## src/rtl/sync_up_counter_if.sv

```systemverilog
// Handshake-free control/status bundle for the
// synchronous modulo-N up counter.
interface sync_up_counter_if #(
  parameter int WIDTH = 3
);
  logic             T;
  logic             LOAD;
  logic [WIDTH-1:0] D;
  logic             CLR_OVF;
  logic [WIDTH-1:0] Q;
  logic             TC;
  logic             WRAP;
  logic             OVF;
  logic             BUSY;

  modport master (
    output T, LOAD, D, CLR_OVF,
    input  Q, TC, WRAP, OVF, BUSY
  );

  modport slave (
    input  T, LOAD, D, CLR_OVF,
    output Q, TC, WRAP, OVF, BUSY
  );
endinterface

```

## src/rtl/sync_up_counter.sv

```systemverilog
// Synchronous modulo-N up counter with load, cascade carry,
// wrap pulse, sticky overflow and optional one-shot FSM.
module sync_up_counter #(
  parameter int WIDTH   = 3,
  parameter int MODULUS = 8,
  parameter int ONESHOT = 0
) (
  input logic               CLK,
  input logic               RST,
  sync_up_counter_if.slave  bus
);

  localparam logic [WIDTH-1:0] MAX_C =
    WIDTH'(MODULUS - 1);
  localparam logic [WIDTH:0] MOD_C =
    (WIDTH+1)'(MODULUS);

  typedef enum logic [1:0] {
    S_IDLE,
    S_RUN,
    S_DONE
  } state_e;

  state_e           state_q, state_d;
  logic [WIDTH-1:0] q_q, q_d;
  logic             wrap_q, wrap_d;
  logic             ovf_q, ovf_d;
  logic             allowed;
  logic             at_max;
  logic             inc;
  logic             wrap_evt;

  // Counting qualifiers shared by datapath and FSM
  always_comb begin
    allowed  = (ONESHOT == 0) || (state_q != S_DONE);
    at_max   = (q_q == MAX_C);
    inc      = bus.T && allowed;
    wrap_evt = inc && at_max && !bus.LOAD;
  end

  // Next count: load (clamped) beats increment
  always_comb begin
    q_d = q_q;
    if (bus.LOAD) begin
      if ({1'b0, bus.D} >= MOD_C) q_d = MAX_C;
      else                        q_d = bus.D;
    end else if (inc) begin
      if (at_max) q_d = '0;
      else        q_d = q_q + WIDTH'(1);
    end
  end

  // Wrap pulse and sticky overflow; a wrap beats a clear
  always_comb begin
    wrap_d = wrap_evt;
    ovf_d  = ovf_q;
    if (bus.CLR_OVF) ovf_d = 1'b0;
    if (wrap_evt)    ovf_d = 1'b1;
  end

  // One-shot sequencing: IDLE -> RUN -> DONE
  always_comb begin
    state_d = state_q;
    if (ONESHOT == 0) begin
      state_d = S_IDLE;
    end else if (bus.LOAD) begin
      state_d = S_IDLE;
    end else begin
      unique case (state_q)
        S_IDLE:  if (inc) state_d = S_RUN;
        S_RUN:   if (wrap_evt) state_d = S_DONE;
        S_DONE:  state_d = S_DONE;
        default: state_d = S_IDLE;
      endcase
    end
  end

  // State registers with synchronous reset
  always_ff @(posedge CLK) begin
    if (RST) begin
      q_q     <= '0;
      wrap_q  <= 1'b0;
      ovf_q   <= 1'b0;
      state_q <= S_IDLE;
    end else begin
      q_q     <= q_d;
      wrap_q  <= wrap_d;
      ovf_q   <= ovf_d;
      state_q <= state_d;
    end
  end

  assign bus.Q    = q_q;
  assign bus.TC   = at_max && bus.T && allowed;
  assign bus.WRAP = wrap_q;
  assign bus.OVF  = ovf_q;
  assign bus.BUSY = (ONESHOT != 0) && (state_q == S_RUN);

endmodule

```

## src/flat_wrapper.sv

```systemverilog
// flat-port wrapper written by rule: the top's interface ports become plain ports
module sync_up_counter_flat 
#(
  parameter int WIDTH   = 3,
  parameter int MODULUS = 8,
  parameter int ONESHOT = 0
)
  (CLK, RST, bus_T, bus_LOAD, bus_D, bus_CLR_OVF, bus_Q, bus_TC, bus_WRAP, bus_OVF, bus_BUSY);
  sync_up_counter_if #(.WIDTH(WIDTH)) bus_i ();
  input logic CLK;
  input logic RST;
  input wire logic [$bits(bus_i.T)-1:0] bus_T;
  input wire logic [$bits(bus_i.LOAD)-1:0] bus_LOAD;
  input wire logic [$bits(bus_i.D)-1:0] bus_D;
  input wire logic [$bits(bus_i.CLR_OVF)-1:0] bus_CLR_OVF;
  output wire logic [$bits(bus_i.Q)-1:0] bus_Q;
  output wire logic [$bits(bus_i.TC)-1:0] bus_TC;
  output wire logic [$bits(bus_i.WRAP)-1:0] bus_WRAP;
  output wire logic [$bits(bus_i.OVF)-1:0] bus_OVF;
  output wire logic [$bits(bus_i.BUSY)-1:0] bus_BUSY;
  assign bus_i.T = bus_T;
  assign bus_i.LOAD = bus_LOAD;
  assign bus_i.D = bus_D;
  assign bus_i.CLR_OVF = bus_CLR_OVF;
  assign bus_Q = bus_i.Q;
  assign bus_TC = bus_i.TC;
  assign bus_WRAP = bus_i.WRAP;
  assign bus_OVF = bus_i.OVF;
  assign bus_BUSY = bus_i.BUSY;
  sync_up_counter #(.WIDTH(WIDTH), .MODULUS(MODULUS), .ONESHOT(ONESHOT)) u_core (.CLK(CLK), .RST(RST), .bus(bus_i));
endmodule
```

## config.mk

```make
export PLATFORM = sky130hd
export DESIGN_NAME = sync_up_counter_flat
export DESIGN_NICKNAME = d
export VERILOG_FILES = /design/src/rtl/sync_up_counter_if.sv /design/src/rtl/sync_up_counter.sv /design/src/flat_wrapper.sv
export SDC_FILE = /design/constraint.sdc
export NUM_CORES = 1
export LEC_CHECK = 0
export CAP_MARGIN = 5
export CORE_AREA = 2 2 39 41
export CTS_BUF_LIST = sky130_fd_sc_hd__clkbuf_2
export DETAILED_ROUTE_END_ITERATION = 8
export DIE_AREA = 0 0 41 43
export GPL_TIMING_DRIVEN = 0
export HOLD_SLACK_MARGIN = 0.02
export PLACE_DENSITY_LB_ADDON = 0.25
export SLEW_MARGIN = 20
export SYNTH_ARGS = -nofsm -noshare
export SYNTH_HDL_FRONTEND = slang
export SYNTH_SLANG_ARGS = --single-unit
```

## constraint.sdc

```tcl
create_clock -name CLK -period 1.8 [get_ports CLK]
set_clock_uncertainty 0.2 [all_clocks]
set_input_delay 0.54 -clock CLK [delete_from_list [all_inputs] [get_ports CLK]]
set_output_delay 0.54 -clock CLK [all_outputs]
set_load 0.02 [all_outputs]
```

==> impl_results.md <==
* Outcome: finished, violations left
* Failing checks: negative setup slack
* GRT overflow at 0
* Final setup fails at 1
* Max-slew violation count at 0
* Final #Nets at 55
* Clk pin slew, worst setup/hold paths at 0.06 ns
* Leakage at 0.2000 nW
* Die H at 43 µm
* GPL Wtd Cong at 0.7563
* CTS H-tree depth at 1
* Buffers from clock root to sink, at most at 2
* Total wire length at between 600 and 700 µm
* First-pass GRT wire length at around 880 µm
* Worst Hold End: u_core.bus.OVF$_SDFFE_PP0P_
* Arr. time, crit path at ~1.1 ns
* Die X at 41 µm
* CTS sink cnt at 5
* Syn nets at 36
* Reg2reg setup slack at approximately 0.13 ns
* Num CTS Buffers at 3
* # rows at 14
* Via-per-instance ratio at 4.300
* Worst vdd ir at 0.3016 mV
* Worst reg-to-reg path cell count at 5
* Starting DRT DRC Count at 1
* Count of cell types in the netlist at 16
* Routed vias at ~260
* All-Layer GR Usage at 0.08032
* DR DRC count at 0
* Reg2reg start: u_core.bus.Q[0]$_SDFFE_PP0P_
* Core footprint at 0.001384 mm²
* Worst skew pair latency at ~0.22 ns
* Crit path time final at around 1.9 ns
* Synthesized area per cell at 9.913 µm²
* Post-Route Utilization at 0.3291
* TritonCTS clock tree: done
* # diodes at 0
* Largest net degree at the start of global routing at 8
* Die area at 0.001763 mm²
* Hold Crit Start: u_core.bus.OVF$_SDFFE_PP0P_
* Root buf cell: clkbuf_2
* Worst hold path type: reg2reg
* Tightest hold margin at 0.2809 ns
* Startpoint types: register
* Crit Reg-Reg Endpoint: u_core.bus.Q[0]$_SDFFE_PP0P_
* Worst-path maximum fanout at 4
* Worst EP required at 1.06 ns
* Pwr/cell area at between 600 and 700 mW/mm²
* FF+latch count, synth at 5
* Initial antenna violation count at 0
* Sequential-to-total area share from yosys stat at 0.3883
* Fmax at 532.4 MHz
* Hold Violations, Final at 0
* IO Count at 15
* Critical path class: reg2out
* Syn Inst Count at 26
* Crit. End Element: primary output
* Layout cells sized above 1 at 0.3182
* Fill count at 147
* Port bufs at 13
* Post-DP Area at 407.9 µm²
* Vias in the first global route at 241
* Starting Density at 0.1863
* Area occupied by multi-input gates at 173.9 µm²
* Antenna Nets Post-Route at 0
* Area Overhead vs Synth at 76.70%
* Final worst slack at -0.07829 ns
* Mapped Area at 257.7 µm²
* FF+latch area at 102.6 µm²
* Pre-antenna DRT Iters at 2
* Finished Cell Area at 455.4 µm²
* Synth warnings at 0
* Max-cap check violation count at 0
* Period utilization at 1.043
* Avg WL per Cell at between 10 and 15 µm
* RSZ-0062 raised after global routing: yes
* Cts hold-fix bufs at 0
* Worst Hold Depth at 2
* Fin Setup TNS at -0.07829 ns
[worst max-delay path: stages, from the launching register on]
cell	delay (ns)
dfxtp_2	0.34
ha_4	0.17
ha_4	0.15
and2_4	0.13
buf_6	0.12
[state kept, by name, summed over array words and instances (netlist names)]
register / count
u_core.bus.Q: 3
u_core.bus.WRAP: 1
u_core.bus.OVF: 1
[repair_timing]
action / in CTS / in global routing
gates resized for setup: 19 / 2
endpoints found under the setup margin: 6 / 1
setup buffers: 1 / 0
[Yosys cell counts]
| library cell | instances | share of area |
|---|---|---|
| a311oi_2 | 1 | 0.058 |
| mux2i_1 | 1 | 0.039 |
| conb_1 | 1 | 0.015 |
| a21oi_1 | 1 | 0.019 |
| or3b_1 | 1 | 0.034 |
| dfxtp_1 | 5 | 0.39 |
| nand3b_1 | 2 | 0.058 |
| and2_1 | 1 | 0.024 |
| nor2b_1 | 3 | 0.073 |
| inv_1 | 1 | 0.015 |
| ha_1 | 2 | 0.097 |
| nand2b_1 | 3 | 0.073 |
| nor2_1 | 1 | 0.015 |
| a311oi_1 | 1 | 0.034 |
| buf_4 | 1 | 0.029 |
| a211oi_1 | 1 | 0.029 |
[worst max-delay path by stage]
stage                                      start      to  slack, ns  cells after the start
floorplan           u_core.bus.Q[0]$_SDFFE_PP0P_  bus_TC       0.02                      3
global placement                           bus_T  bus_TC      -0.81                      3
detailed placement                         bus_T  bus_TC      -0.81                      3
CTS                 u_core.bus.Q[0]$_SDFFE_PP0P_  bus_TC      -0.09                      4
global route        u_core.bus.Q[0]$_SDFFE_PP0P_  bus_TC      -0.11                      4
finish              u_core.bus.Q[0]$_SDFFE_PP0P_  bus_TC      -0.08                      4
[cells by family after synthesis]
logic type,share of synthesized area
mux,0.03884
other cells,0.01455
fa+ha+maj,0.09707
flops,0.3884
compound gates,0.1408
buf+inv,0.04369
simple gates,0.2767
[power by group]
part           leakage [nW]  internal [W]  switching (W)
Sequential           0.0416      0.000117     0.00000694
Combinational         0.142     0.0000343      0.0000266
Clock                0.0166     0.0000588      0.0000476
Total                 0.200      0.000210      0.0000812
[final cells by class]
cell class | instances | area share
flip-flops and latches | 5 | 0.2253
multi-input cells | 19 | 0.3819
plain buffers | 1 | 0.01648
inverters | 1 | 0.008242
repair buffers | 14 | 0.2802
clock buffers | 4 | 0.04396
well taps | 16 | 0.04396
[layer usage]
| layer | GRT usage | routed length, µm |
|---|---|---|
| met4 | 0.04000 | 15 |
| met3 | 0.07853 | 76 |
| met2 | 0.1156 | 269 |
| met1 | 0.07074 | 249 |
| met5 | 0 | 0 |
[layout by cell type, fill, tap and decap left out, drive strengths merged, types with 2 or more instances in the layout]
master	Yosys	layout
clkbuf	0	5
a311oi	2	2
clkdlybuf4s50	0	6
nand3b	2	2
dlygate4sd2	0	5
nand2b	3	3
buf	1	3
ha	2	2
dfxtp	5	5
nor2b	3	3
[per-stage QoR]
| stage | total power [W] | setup slack, ns | instances |
|---|---|---|---|
| finish | 0.0002915 | -0.07829 | 60 |
| global route | 0.0003069 | -0.1107 | 60 |
| CTS | 0.0002980 | -0.08830 | 60 |
| detailed placement | 0.0001851 | -0.8100 | 55 |
| global placement | 0.0001837 | -0.8052 | 55 |
| floorplan | 0.0001514 | 0.02285 | 26 |
(Power assumes the default switching activity.)
